File: src/rtl/servant_timer_nch_if.sv
// Wishbone timer-slot bus between servant_mux (master) and servant_timer_nch (slave).
interface servant_timer_nch_if;
  logic [3:0]  i_wb_adr;
  logic [31:0] i_wb_dat;
  logic        i_wb_we;
  logic        i_wb_cyc;
  logic [31:0] o_wb_rdt;
  logic        o_wb_ack;

  modport master (
    output i_wb_adr, i_wb_dat, i_wb_we, i_wb_cyc,
    input  o_wb_rdt, o_wb_ack
  );

  modport slave (
    input  i_wb_adr, i_wb_dat, i_wb_we, i_wb_cyc,
    output o_wb_rdt, o_wb_ack
  );
endinterface

File: src/rtl/servant_timer_nch.sv
// Multi-channel prescaled timer with per-channel compare, sticky pending and mask.
// Optional one-shot mode (CTRL[1]) is enabled by defining SERVANT_TIMER_NCH_ONESHOT_EN.
module servant_timer_nch #(
  parameter int WIDTH      = 32,
  parameter int CHANNELS   = 4,
  parameter int PRESCALE_W = 8
) (
  input  logic                i_clk,
  input  logic                i_rst,
  servant_timer_nch_if.slave  wb,
  output logic                o_irq,
  output logic [CHANNELS-1:0] o_irq_vec
);

  typedef enum logic [3:0] {
    REG_CTRL    = 4'd0,
    REG_COUNT   = 4'd1,
    REG_TOP     = 4'd2,
    REG_PENDING = 4'd3,
    REG_MASK    = 4'd4
  } reg_idx_e;

  typedef logic [WIDTH-1:0] word_t;

  logic                  en_q, en_d;
  logic [PRESCALE_W-1:0] presc_q, presc_d;
  logic [PRESCALE_W-1:0] pcnt_q, pcnt_d;
  word_t                 count_q, count_d;
  word_t                 top_q, top_d;
  word_t                 cmp_q [CHANNELS];
  word_t                 cmp_d [CHANNELS];
  logic [CHANNELS-1:0]   pending_q, pending_d;
  logic [CHANNELS-1:0]   mask_q, mask_d;
  logic                  ack_q, ack_d;
  logic [31:0]           rdt_q, rdt_d;

`ifdef SERVANT_TIMER_NCH_ONESHOT_EN
  logic                  oneshot_q, oneshot_d;
`else
  logic                  oneshot_q;
  assign oneshot_q = 1'b0;
`endif

  logic                  access;
  logic                  wr;
  logic                  wr_ctrl, wr_count, wr_top, wr_pending, wr_mask;
  logic [CHANNELS-1:0]   wr_cmp;
  logic                  tick;
  logic                  at_top;
  word_t                 tick_count;
  logic [CHANNELS-1:0]   match;
  logic [31:0]           rd_data;

  // A bus access is accepted on the edge that raises ack.
  // NOTE: every signal written in an always_comb gets a default first, so no latch is inferred.
  always_comb begin
    access     = wb.i_wb_cyc & ~ack_q;
    wr         = access & wb.i_wb_we;
    wr_ctrl    = wr && (wb.i_wb_adr == REG_CTRL);
    wr_count   = wr && (wb.i_wb_adr == REG_COUNT);
    wr_top     = wr && (wb.i_wb_adr == REG_TOP);
    wr_pending = wr && (wb.i_wb_adr == REG_PENDING);
    wr_mask    = wr && (wb.i_wb_adr == REG_MASK);
    wr_cmp     = '0;
    for (int k = 0; k < CHANNELS; k++) begin
      wr_cmp[k] = wr && (wb.i_wb_adr == 4'(8 + k));
    end
  end

  // Match compares against the value COUNT takes on this tick; a COUNT write suppresses it.
  always_comb begin
    tick       = en_q && (pcnt_q == '0);
    at_top     = (count_q == top_q);
    tick_count = at_top ? '0 : count_q + word_t'(1);
    match      = '0;
    for (int k = 0; k < CHANNELS; k++) begin
      match[k] = tick && !wr_count && (cmp_q[k] <= top_q) && (tick_count == cmp_q[k]);
    end
  end

  always_comb begin
    en_d      = en_q;
    presc_d   = presc_q;
    pcnt_d    = pcnt_q;
    count_d   = count_q;
    top_d     = top_q;
    cmp_d     = cmp_q;
    mask_d    = mask_q;
    pending_d = pending_q;
`ifdef SERVANT_TIMER_NCH_ONESHOT_EN
    oneshot_d = oneshot_q;
`endif

    if (en_q) begin
      pcnt_d = tick ? presc_q : pcnt_q - PRESCALE_W'(1);
    end

    if (tick) begin
      count_d = tick_count;
      if (at_top && oneshot_q) begin
        en_d = 1'b0;
      end
    end

    // Clear first, then OR in matches so a same-cycle match survives the W1C.
    if (wr_pending) begin
      pending_d = pending_q & ~wb.i_wb_dat[CHANNELS-1:0];
    end
    pending_d = pending_d | match;

    if (wr_ctrl) begin
      en_d    = wb.i_wb_dat[0];
      presc_d = wb.i_wb_dat[PRESCALE_W+7:8];
      pcnt_d  = wb.i_wb_dat[PRESCALE_W+7:8];
`ifdef SERVANT_TIMER_NCH_ONESHOT_EN
      oneshot_d = wb.i_wb_dat[1];
`endif
    end

    if (wr_count) begin
      count_d = wb.i_wb_dat[WIDTH-1:0];
      pcnt_d  = presc_q;
    end

    if (wr_top) begin
      top_d = wb.i_wb_dat[WIDTH-1:0];
    end

    if (wr_mask) begin
      mask_d = wb.i_wb_dat[CHANNELS-1:0];
    end

    for (int k = 0; k < CHANNELS; k++) begin
      if (wr_cmp[k]) begin
        cmp_d[k] = wb.i_wb_dat[WIDTH-1:0];
      end
    end
  end

  // Unimplemented indices and CMP slots beyond CHANNELS read as zero.
  always_comb begin
    rd_data = '0;
    case (wb.i_wb_adr)
      REG_CTRL: begin
        rd_data[0]              = en_q;
        rd_data[1]              = oneshot_q;
        rd_data[PRESCALE_W+7:8] = presc_q;
      end
      REG_COUNT:   rd_data[WIDTH-1:0]    = count_q;
      REG_TOP:     rd_data[WIDTH-1:0]    = top_q;
      REG_PENDING: rd_data[CHANNELS-1:0] = pending_q;
      REG_MASK:    rd_data[CHANNELS-1:0] = mask_q;
      default: begin
        for (int k = 0; k < CHANNELS; k++) begin
          if (wb.i_wb_adr == 4'(8 + k)) begin
            rd_data[WIDTH-1:0] = cmp_q[k];
          end
        end
      end
    endcase

    ack_d = wb.i_wb_cyc & ~ack_q;
    rdt_d = access ? rd_data : rdt_q;
  end

  // NOTE: sequential state is only ever updated with non-blocking assignments.
  always_ff @(posedge i_clk) begin
    if (i_rst) begin
      en_q      <= 1'b0;
      presc_q   <= '0;
      pcnt_q    <= '0;
      count_q   <= '0;
      top_q     <= '1;
      pending_q <= '0;
      mask_q    <= '0;
      ack_q     <= 1'b0;
      rdt_q     <= '0;
      // NOTE: the compare bank is a small register array with a defined reset value, not a RAM.
      cmp_q     <= '{default: '0};
`ifdef SERVANT_TIMER_NCH_ONESHOT_EN
      oneshot_q <= 1'b0;
`endif
    end else begin
      en_q      <= en_d;
      presc_q   <= presc_d;
      pcnt_q    <= pcnt_d;
      count_q   <= count_d;
      top_q     <= top_d;
      pending_q <= pending_d;
      mask_q    <= mask_d;
      ack_q     <= ack_d;
      rdt_q     <= rdt_d;
      cmp_q     <= cmp_d;
`ifdef SERVANT_TIMER_NCH_ONESHOT_EN
      oneshot_q <= oneshot_d;
`endif
    end
  end

  assign wb.o_wb_ack = ack_q;
  assign wb.o_wb_rdt = rdt_q;
  assign o_irq_vec   = pending_q & mask_q;
  assign o_irq       = |(pending_q & mask_q);

endmodule

File: src/flat_wrapper.sv
// flat-port wrapper written by rule: the top's interface ports become plain ports
module servant_timer_nch_flat 
#(
  parameter int WIDTH      = 32,
  parameter int CHANNELS   = 4,
  parameter int PRESCALE_W = 8
)
  (i_clk, i_rst, o_irq, o_irq_vec, wb_i_wb_adr, wb_i_wb_dat, wb_i_wb_we, wb_i_wb_cyc, wb_o_wb_rdt, wb_o_wb_ack);
  servant_timer_nch_if wb_i ();
  input  logic i_clk;
  input  logic i_rst;
  output logic o_irq;
  output logic [CHANNELS-1:0] o_irq_vec;
  input wire logic [$bits(wb_i.i_wb_adr)-1:0] wb_i_wb_adr;
  input wire logic [$bits(wb_i.i_wb_dat)-1:0] wb_i_wb_dat;
  input wire logic [$bits(wb_i.i_wb_we)-1:0] wb_i_wb_we;
  input wire logic [$bits(wb_i.i_wb_cyc)-1:0] wb_i_wb_cyc;
  output wire logic [$bits(wb_i.o_wb_rdt)-1:0] wb_o_wb_rdt;
  output wire logic [$bits(wb_i.o_wb_ack)-1:0] wb_o_wb_ack;
  assign wb_i.i_wb_adr = wb_i_wb_adr;
  assign wb_i.i_wb_dat = wb_i_wb_dat;
  assign wb_i.i_wb_we = wb_i_wb_we;
  assign wb_i.i_wb_cyc = wb_i_wb_cyc;
  assign wb_o_wb_rdt = wb_i.o_wb_rdt;
  assign wb_o_wb_ack = wb_i.o_wb_ack;
  servant_timer_nch #(.WIDTH(WIDTH), .CHANNELS(CHANNELS), .PRESCALE_W(PRESCALE_W)) u_core (.i_clk(i_clk), .i_rst(i_rst), .wb(wb_i), .o_irq(o_irq), .o_irq_vec(o_irq_vec));
endmodule
File: config.mk
export PLATFORM = sky130hd
export DESIGN_NAME = servant_timer_nch_flat
export DESIGN_NICKNAME = d
export VERILOG_FILES = /design/src/rtl/servant_timer_nch_if.sv /design/src/rtl/servant_timer_nch.sv /design/src/flat_wrapper.sv
export SDC_FILE = /design/constraint.sdc
export NUM_CORES = 1
export LEC_CHECK = 0
export ABC_AREA = 1
export BUFFER_PORTS_ARGS = -buffer_cell sky130_fd_sc_hd__buf_2
export CELL_PAD_IN_SITES_DETAIL_PLACEMENT = 0
export CELL_PAD_IN_SITES_GLOBAL_PLACEMENT = 1
export CORE_UTILIZATION = 45
export CTS_CLUSTER_DIAMETER = 60
export DETAILED_ROUTE_END_ITERATION = 12
export PLACE_DENSITY = 0.78
export SYNTH_ARGS = -nofsm -noshare
export SYNTH_HDL_FRONTEND = slang
export SYNTH_SLANG_ARGS = --single-unit
export TNS_END_PERCENT = 20
File: constraint.sdc
create_clock -name i_clk -period 3 [get_ports i_clk]
set_input_delay 0.3 -clock i_clk [delete_from_list [all_inputs] [get_ports i_clk]]
set_output_delay 0.3 -clock i_clk [all_outputs]
set_load 0.03 [all_outputs]
== Word-level counts from Yosys, hierarchy flattened ==
Index checks and enable logic that the tools add are counted.
W data, S select, Z words.
Storage, ports and cells
  register bits: 250
  input bits: 40
  output and inout port bits: 38
  word-level logic and storage cells: 83
Operators by class
  $add $sub $neg: 2
  order comparisons: 4
  equality and inequality tests: 13
  mux-type cells: 17
  bitwise operators: 7
  reductions and logical operators: 27
Operators with widths (number)
  $mux W32: 7
  $eq A32 B32 Y1: 5
  $le A32 B32 Y1: 4
  $pmux W16 S3: 1
  $add A32 B1 Y32 const B: 1
  $mux W8: 4
  $pmux W8 S4: 1
  $pmux W2 S5: 2
  $logic_and A1 B1 Y1: 19
  $eq A4 B4 Y1 const B: 4
  $pmux W4 S3: 1
  $and A4 B4 Y4: 2
  $eq A4 B2 Y1 const B: 2
  $logic_not A8 Y1: 1
  $sub A8 B1 Y8 const B: 1
  $eq A4 B1 Y1 const B: 1
  $eq A4 B3 Y1 const B: 1
  $logic_not A4 Y1: 1
  $mux W4: 1
  $not A4 Y4: 1
  $or A4 B4 Y4: 1
  $reduce_or A4 Y1: 1
  $reduce_bool A3 Y1: 1
  $reduce_or A3 Y1: 1
  other kinds (5): 6

== Depth between registers and ports, before layout ==
Gate-level depths: netlist (run 1).
  depth after elaboration: 9
  mapped depth: 19
  gate-level depth less buffers: 18

== Worst setup path after synthesis (run 1) ==
Ideal clock, no wire load.
  kind: register -> register
  from: reg u_core.count_q[1]
  to: reg u_core.pending_q[0]
  library setup time: 0.070 ns
  data arrival time: 2.037 ns
  data required time: 2.930 ns
  slack: 0.892 ns
  stages on the path, launching flop included: 17
  buffers on the path: 0
  period minus slack after synthesis: 2.108 ns
  cells stage by stage: dfxtp_1 -> ha_1 -> nand2_1 -> nor2_4 -> nand3_2 -> nor2_4 -> xor2_2 -> nand2_1 -> nand2_1 -> nand2_1 -> nor2_1 -> nand2_1 -> nor2_1 -> nand2_1 -> nor2_1 -> nand2_1 -> a21oi_1
Between the ends
  word-level cells in the longest chain between the ends: 5
  elaborated cells between the ends (all ways): 6
  those cells by class: add/sub: 1; eq/ne: 2; mux: 1; bitwise: 1; reduce/logical: 1
RTL lines
  from (decl): line servant_timer_nch.sv:28  | word_t count_q, count_d;
  from (signal assigned): line servant_timer_nch.sv:187  | count_q <= count_d;
  $add A32 B1 Y32 / $eq A32 B32 Y1 (equally long branches): line servant_timer_nch.sv:74, servant_timer_nch.sv:73
  $mux W32 (*): line servant_timer_nch.sv:74  | tick_count = at_top ? '0 : count_q + word_t'(1);
  $eq A32 B32 Y1 (*): line servant_timer_nch.sv:77  | match[k] = tick && !wr_count && (cmp_q[k] <= top_q) && (tick_count == cmp_q[k]);
  $logic_and A1 B1 Y1 (*): line servant_timer_nch.sv:77
  $or A4 B4 Y4 (*): line servant_timer_nch.sv:109  | pending_d = pending_d | match;
  to (signal assigned): line servant_timer_nch.sv:189  | pending_q <= pending_d;
  to (decl): line servant_timer_nch.sv:32  | logic [CHANNELS-1:0] pending_q, pending_d;
Mark *: on every way between the ends. The rest lies on a longest branch, timed or not.
A chain may end at the register's enable or synchronous reset.

== Worst setup path after layout (run 1) ==
  from: reg u_core.count_q[1]
  to: reg u_core.pending_q[3]
The elaborated chain is that of the path after synthesis.

==> results.sh, run 1 <==
export IMPL_status="complete, no violations"
export IMPL_synth_yosys_seq_area_share_pct=29.6
export IMPL_slowest_delay_ns=0.41
export IMPL_critical_path_slowest_cell="dfxtp_2"
export IMPL_use_met2_pct=64.7
export IMPL_min_period_over_period_pct=96.9
export IMPL_vdd_drop_max_mv=0.433
export IMPL_io_buffers=77
export IMPL_reg2reg_slack_ns=0.09
export IMPL_fillers=3722
export IMPL_cpMostUsedCell="nand2_1"
export IMPL_cts_htree_levels=2
export IMPL_synthTopCellsByArea="dfxtp_1 30%, nand2_1 14%, ha_1 9.6%, nor2_1 6.3%, a21oi_1 6.2%"
export IMPL_pre_cts_slack_ns=-0.329
export IMPL_fin_ws_ns=0.0934
export IMPL_fin_nets=2864
export IMPL_detail_route_vias_per_cell=6.03
export IMPL_synth_common_cells="641 x nand2_1, 282 x nor2_1, 271 x inv_1"
export IMPL_worstHoldStart="wb_i_wb_dat[0]"
export IMPL_finClkSkew_ns=0.0179
export IMPL_overflow=0
export IMPL_cts_tree="built"
export IMPL_via_count=19203
export IMPL_whs_ns=0.0278
export IMPL_clk_pin_slew_ns=0.06
export IMPL_asyncSetResetFlopFracSynth_pct=0
export IMPL_hold_path_cell_count=3
export IMPL_postLayoutCellArea_um2=19700
export IMPL_max_slew_margin_pct=31.3
export IMPL_synth_edf_count=0
export IMPL_final_layout_size_suffix_gt1_share_pct=12.1
export IMPL_rsz0062_at_grt="no"
export IMPL_grt_antenna_before_repair=0
export IMPL_die_area_um2=38300
export IMPL_grt_busiest_layer="met2"
export IMPL_yosys_most_used_dff="dfxtp_1"
export IMPL_pin_count=78
export IMPL_crit_family="simple AND/OR/NAND/NOR gates"
export IMPL_cts_buffers=34
export IMPL_grt_pass1_vias=18280
export IMPL_synth_nets=2749
export IMPL_cts_sinks=250
export IMPL_path_class="reg2reg"
export IMPL_reg2reg_depth=16
export IMPL_cp_max_fo=6
export IMPL_yosysTopAreaCellShare_pct=29.6
export IMPL_powerDensity_nw_per_um2=424
export IMPL_met1_usage_pct=53.3
export IMPL_placed_cell_area_um2=18400
export IMPL_remaining_drc_errors=0
export IMPL_synth_seq_cells=250
export IMPL_initial_core_util_pct=45.9
export IMPL_yosysTopAreaCell="dfxtp_1"
export IMPL_final_util_pct=53.5
export IMPL_yosysMostFrequentCell="nand2_1"
export IMPL_fp_row_count=70
export IMPL_fmax_ghz=0.344
export IMPL_routabilityCongestion=1.09
export IMPL_drt_iter0_markers=2169
export IMPL_netlist_area_um2=16900
export IMPL_cap_viol_max_count=0
export IMPL_setup_tns_final_ns=0
export IMPL_period_needed_ns=2.91
export IMPL_grt_pass1_wl_mm=119
export IMPL_r2r_end="u_core.pending_q[3]"
export IMPL_drv_slew=0
export IMPL_hpwlAfterDp_mm=63.6
export IMPL_dr_pass1_iters=6
export IMPL_clock_latency_ns=0.56
export IMPL_met3_usage_pct=10.4
export IMPL_grt_max_degree=83
export IMPL_worst_setup_path_end_kind="flip-flop"
export IMPL_cts_buffer_depth=3
export IMPL_yosys_warnings=0
export IMPL_synth_cells=2579
export IMPL_p_leak_uw=0.00899
export IMPL_crit_buf_inv=0
export IMPL_tightest_slew_ns=1.03
export IMPL_hold_path_class="in2reg"
export IMPL_hold_viol=0
export IMPL_fp_dieH_um=196
export IMPL_ant_nets=0
export IMPL_drt_total_wl_mm=82.6
export IMPL_root_buffer="clkbuf_16"
export IMPL_fp_dieW_um=196
export IMPL_area_growth_pct=16.4
export IMPL_crit_path_cell_trace="ha_1 -> nand2_1 -> nor2_4 -> nand3b_2 -> nor2_2 -> xor2_2 -> nand2_1 -> nand2_1 -> nand2_1 -> nor2_1 -> nand2_1 -> nor2_1 -> nand2_1 -> nor2_1 -> nand2_1 -> a21oi_1"
export IMPL_arrival_ns=3.38
export IMPL_reg2reg_from="u_core.count_q[1]"
export IMPL_diodes=0
export IMPL_hold_path_end="u_core.top_q[0]"
export IMPL_avgSynthCellArea_um2=6.55
export IMPL_cp_required_ns=3.48
export IMPL_setup_viol=0
export IMPL_postCtsSetupRepairBufs=0
export IMPL_gr_usage_all_layers_pct=42.8
export IMPL_ys_types=44
export IMPL_start_kind="flip-flop"
export IMPL_wl_per_cell_um=25.9
export IMPL_core_area_um2=36800
[metal layers]
| metal | routed length (um) | part of all wire [%] |
|---|---|---|
| met5 | 0 | 0 |
| met1 | 32500 | 39 |
| met2 | 35200 | 43 |
| met4 | 6300 | 7.6 |
| met3 | 8570 | 10 |
[repair_timing]
| action | in CTS | in global routing |
|---|---|---|
| gates cloned | 0 | 0 |
| endpoints found under the setup margin | 3 | 4 |
| gates resized for setup | 9 | 30 |
| hold endpoints to repair | 3 | 0 |
| hold buffers | 3 | 0 |
[worst register-to-register path: stages (launching register included)]
cell      delay [ns]
dfxtp_2         0.41
ha_1            0.24
nand2_1         0.16
nor2_4          0.21
nand3b_2        0.18
nor2_2          0.21
xor2_2          0.24
nand2_1         0.17
nand2_1         0.10
nand2_1         0.05
nor2_1          0.23
nand2_1         0.09
nor2_1          0.18
nand2_1         0.07
nor2_1          0.13
nand2_1         0.06
a21oi_1         0.11
[area by class of cell]
| type | count | area, um2 | area share [%] |
|---|---|---|---|
| Multi-Input combinational cell | 1928 | 10500 | 53.2 |
| Timing Repair Buffer | 198 | 1390 | 7.06 |
| Clock buffer | 50 | 1060 | 5.41 |
| Tap cell | 468 | 586 | 2.98 |
| Sequential cell | 250 | 5020 | 25.5 |
| Clock inverter | 11 | 87.6 | 0.445 |
| Inverter | 282 | 1060 | 5.39 |
[sequential cells by signal (all words and copies together), names as in the netlist]
register	flops
u_core.cmp_q	128
u_core.count_q	32
u_core.en_q	1
u_core.mask_q	4
u_core.pcnt_q	8
u_core.pending_q	4
u_core.presc_q	8
u_core.top_q	32
u_core.wb.o_wb_ack	1
u_core.wb.o_wb_rdt	32
[where the power goes]
group	internal (uW)	total [uW]	leakage, uW	switching (uW)
clock network	2480	4170	0.000566	1690
logic	208	725	0.00639	518
registers	3380	3450	0.00203	65.1
[metrics by stage]
stage                     std cells  power (uW)
after floorplan                2579        3890
after global routing           3187        8570
after detailed placement       3123        4220
after global placement         3123        4210
final                          3187        8350
after CTS                      3187        8340
[placed cells by master (no fill, tap or decap), types with 15 or more instances in the layout]
master / count
a21oi_1: 210
a221oi_1: 19
a31oi_1: 36
buf_2: 77
buf_4: 111
clkbuf_16: 37
dfxtp_1: 237
ha_1: 130
inv_1: 267
nand2_1: 636
nand3_1: 146
nand3b_1: 20
nand4_1: 29
nor2_1: 265
nor2_2: 17
o2111ai_1: 21
o211ai_1: 45
o21ai_0: 196
o22ai_1: 33
xnor2_1: 31
xor2_1: 15
[logic make-up after synthesis]
kind of cell / after synthesis / synth area share, %
compound gates: 589 / 20.0
xor+xnor: 54 / 3.15
fa+ha+maj: 130 / 9.63
buf+inv: 401 / 9.13
flops: 250 / 29.6
simple gates: 1155 / 28.4
[worst max path at each step]
| stage | slack (ns) | start | to | depth (start not counted) |
|---|---|---|---|---|
| 2_1_floorplan | 0.89 | u_core.count_q[1] | u_core.pending_q[0] | 16 |
| 3_3_place_gp | -0.45 | u_core.top_q[8] | u_core.pending_q[3] | 15 |
| 3_5_place_dp | -0.33 | u_core.top_q[8] | u_core.pending_q[3] | 15 |
| 4_1_cts | 0.01 | u_core.count_q[0] | u_core.pending_q[2] | 17 |
| 5_1_grt | 0.004 | u_core.count_q[2] | u_core.pending_q[2] | 16 |
| 6_report | 0.09 | u_core.count_q[1] | u_core.pending_q[3] | 16 |
Note: power is estimated with default switching activity, not from simulation.
==> inputs of run 2 (changes only) <==
BUFFER_PORTS_ARGS = -buffer_cell sky130_fd_sc_hd__buf_4   (was -buffer_cell sky130_fd_sc_hd__buf_2)
==> results.sh, run 2 (synthesis gave the netlist of run 1 again) <==
export IMPL_max_slew_margin_pct=34.4
export IMPL_vdd_drop_max_mv=0.476
export IMPL_arrival_ns=3.39
export IMPL_most_common_layout_cells="637 x nand2_1, 269 x nor2_1, 267 x inv_1"
export IMPL_remaining_drc_errors=0
export IMPL_largest_reg_flops=128
export IMPL_p_switching_uw=2250
export IMPL_drv_slew=0
export IMPL_regMostFlops="u_core.cmp_q"
export IMPL_wl_per_cell_um=25.2
export IMPL_via_count=19220
export IMPL_cp_required_ns=3.47
export IMPL_pre_cts_slack_ns=-0.250
export IMPL_routabilityCongestion=1.14
export IMPL_tightest_slew_ns=0.985
export IMPL_cp_max_fo=30
export IMPL_hold_path_class="in2reg"
export IMPL_grt_pass1_vias=18114
export IMPL_rsz0062_at_grt="yes"
export IMPL_critical_path_slowest_cell="dfxtp_2"
export IMPL_grt_max_degree=84
export IMPL_period_needed_ns=2.92
export IMPL_cts_buffer_depth=3
export IMPL_area_growth_pct=18.7
export IMPL_finalPower_uw=8310
export IMPL_finClkSkew_ns=0.0187
export IMPL_pwr_share_comb_pct=9.1
export IMPL_fin_ws_ns=0.0796
export IMPL_swShare_pct=27.0
export IMPL_slowest_delay_ns=0.45
export IMPL_dr_pass1_iters=6
export IMPL_fmax_ghz=0.342
export IMPL_core_area_um2=36800
export IMPL_gr_usage_all_layers_pct=42.1
export IMPL_layout_commonest_cell="nand2_1"
export IMPL_final_layout_size_suffix_gt1_share_pct=12.7
export IMPL_status="complete, no violations"
export IMPL_cts_sinks=250
export IMPL_hpwlAfterDp_mm=62.7
export IMPL_fp_dieH_um=196
export IMPL_overflow=0
export IMPL_cts_htree_levels=2
export IMPL_clk_pin_slew_ns=0.06
export IMPL_drt_total_wl_mm=81.1
export IMPL_drt_iter0_markers=2042
export IMPL_grt_antenna_before_repair=1
export IMPL_hold_viol=0
export IMPL_fp_dieW_um=196
export IMPL_power_frac_clock_pct=49.4
export IMPL_cts_tree="built"
export IMPL_path_class="reg2reg"
export IMPL_die_area_um2=38300
export IMPL_setup_viol=0
export IMPL_cts_buffers=34
export IMPL_p_leak_uw=0.00915
export IMPL_pin_count=78
export IMPL_start_kind="flip-flop"
export IMPL_cap_viol_max_count=0
export IMPL_diodes=0
export IMPL_fin_nets=2894
export IMPL_ant_nets=0
export IMPL_fp_row_count=70
export IMPL_initial_core_util_pct=45.9
export IMPL_root_buffer="clkbuf_16"
export IMPL_clock_latency_ns=0.56
export IMPL_powerDensity_nw_per_um2=414
export IMPL_seqPwrFrac_pct=41.5
export IMPL_worst_setup_path_end_kind="flip-flop"
export IMPL_crit_path_cell_trace="xnor2_1 -> nand2_1 -> nor2_2 -> nand2_1 -> nor2_1 -> nand2_4 -> buf_12 -> buf_4 -> nand3b_1 -> nand2_1 -> nor2_1 -> nand2_1 -> nor2_1 -> nand2_1 -> nor2_1 -> nand2_1 -> a21oi_1"
export IMPL_cpMostUsedCell="nand2_1"
export IMPL_io_buffers=77
export IMPL_fillers=3770
export IMPL_min_period_over_period_pct=97.3
export IMPL_detail_route_vias_per_cell=5.98
export IMPL_p_int_uw=6060
export IMPL_grt_pass1_wl_mm=118
run 2: final cells by class:
cell class | instances | area, um2 | share of cell area [%]
Multi-Input combinational cell | 1928 | 10500 | 52.1
Sequential cell | 250 | 5020 | 25.1
Timing Repair Buffer | 228 | 1810 | 9.02
Inverter | 282 | 1060 | 5.29
Clock buffer | 46 | 997 | 4.97
Tap cell | 468 | 586 | 2.92
Clock inverter | 13 | 119 | 0.593
run 2: path summary, 6_finish.rpt:
kind / startpoint / depth (start not counted) / slack (ns) / end
worst max-delay path: u_core.count_q[19] / 17 / 0.08 / u_core.pending_q[3]
worst min-delay path: wb_i_wb_dat[17] / 3 / 0.01 / u_core.top_q[17]
worst max register to register: u_core.count_q[19] / 17 / 0.08 / u_core.pending_q[3]
worst min register to register: u_core.wb.o_wb_rdt[9] / 2 / 0.50 / u_core.wb.o_wb_rdt[9]
run 2: per-layer routing:
| metal | up-vias | track usage (%) | wire (um) |
|---|---|---|---|
| met5 | - | 0 | 14 |
| met4 | 2 | 27.7 | 5650 |
| met3 | 260 | 6.98 | 7240 |
| met2 | 1073 | 68.0 | 36300 |
| met1 | 8958 | 51.8 | 31800 |
| li1 | 8927 | - | - |
run 2: what timing repair did:
action | in CTS | in global routing
resized for setup | 8 | 27
setup buffers | 0 | 5
pin swaps | 0 | 3
hold buffers | 9 | 0
hold endpoints to repair | 9 | 0
setup endpoints to repair | 4 | 4
run 2: worst max-delay path: cells and delay by family (launching register included):
kind,cells,cell delay [ns]
simple gates,13,1.70
flops,1,0.45
buf+inv,2,0.36
xor+xnor,1,0.16
compound gates,1,0.14
run 2: metrics by stage:
step | hold WS, ns | utilization [%] | cell area, um2 | TNS (ns) | cells
final | 0.0113 | 54.5 | 20000 | 0 | 3215
after global routing | 0.0332 | 54.5 | 20000 | -0.0177 | 3215
after CTS | 0.00229 | 54.2 | 20000 | -0.000101 | 3210
after detailed placement | 0.484 | 50.9 | 18700 | -0.611 | 3142
after global placement | 0.484 | 50.9 | 18700 | -0.669 | 3142
after floorplan | 0.430 | - | 16900 | 0 | 2579
run 2: power by group through the flow:
stage	combinational (uW)	clock, uW	sequential, uW
3_3_place_gp	723	0	3520
5_1_grt	809	4280	3450
6_report	755	4100	3450
2_1_floorplan	340	0	3550
3_5_place_dp	728	0	3520
4_1_cts	740	4140	3450
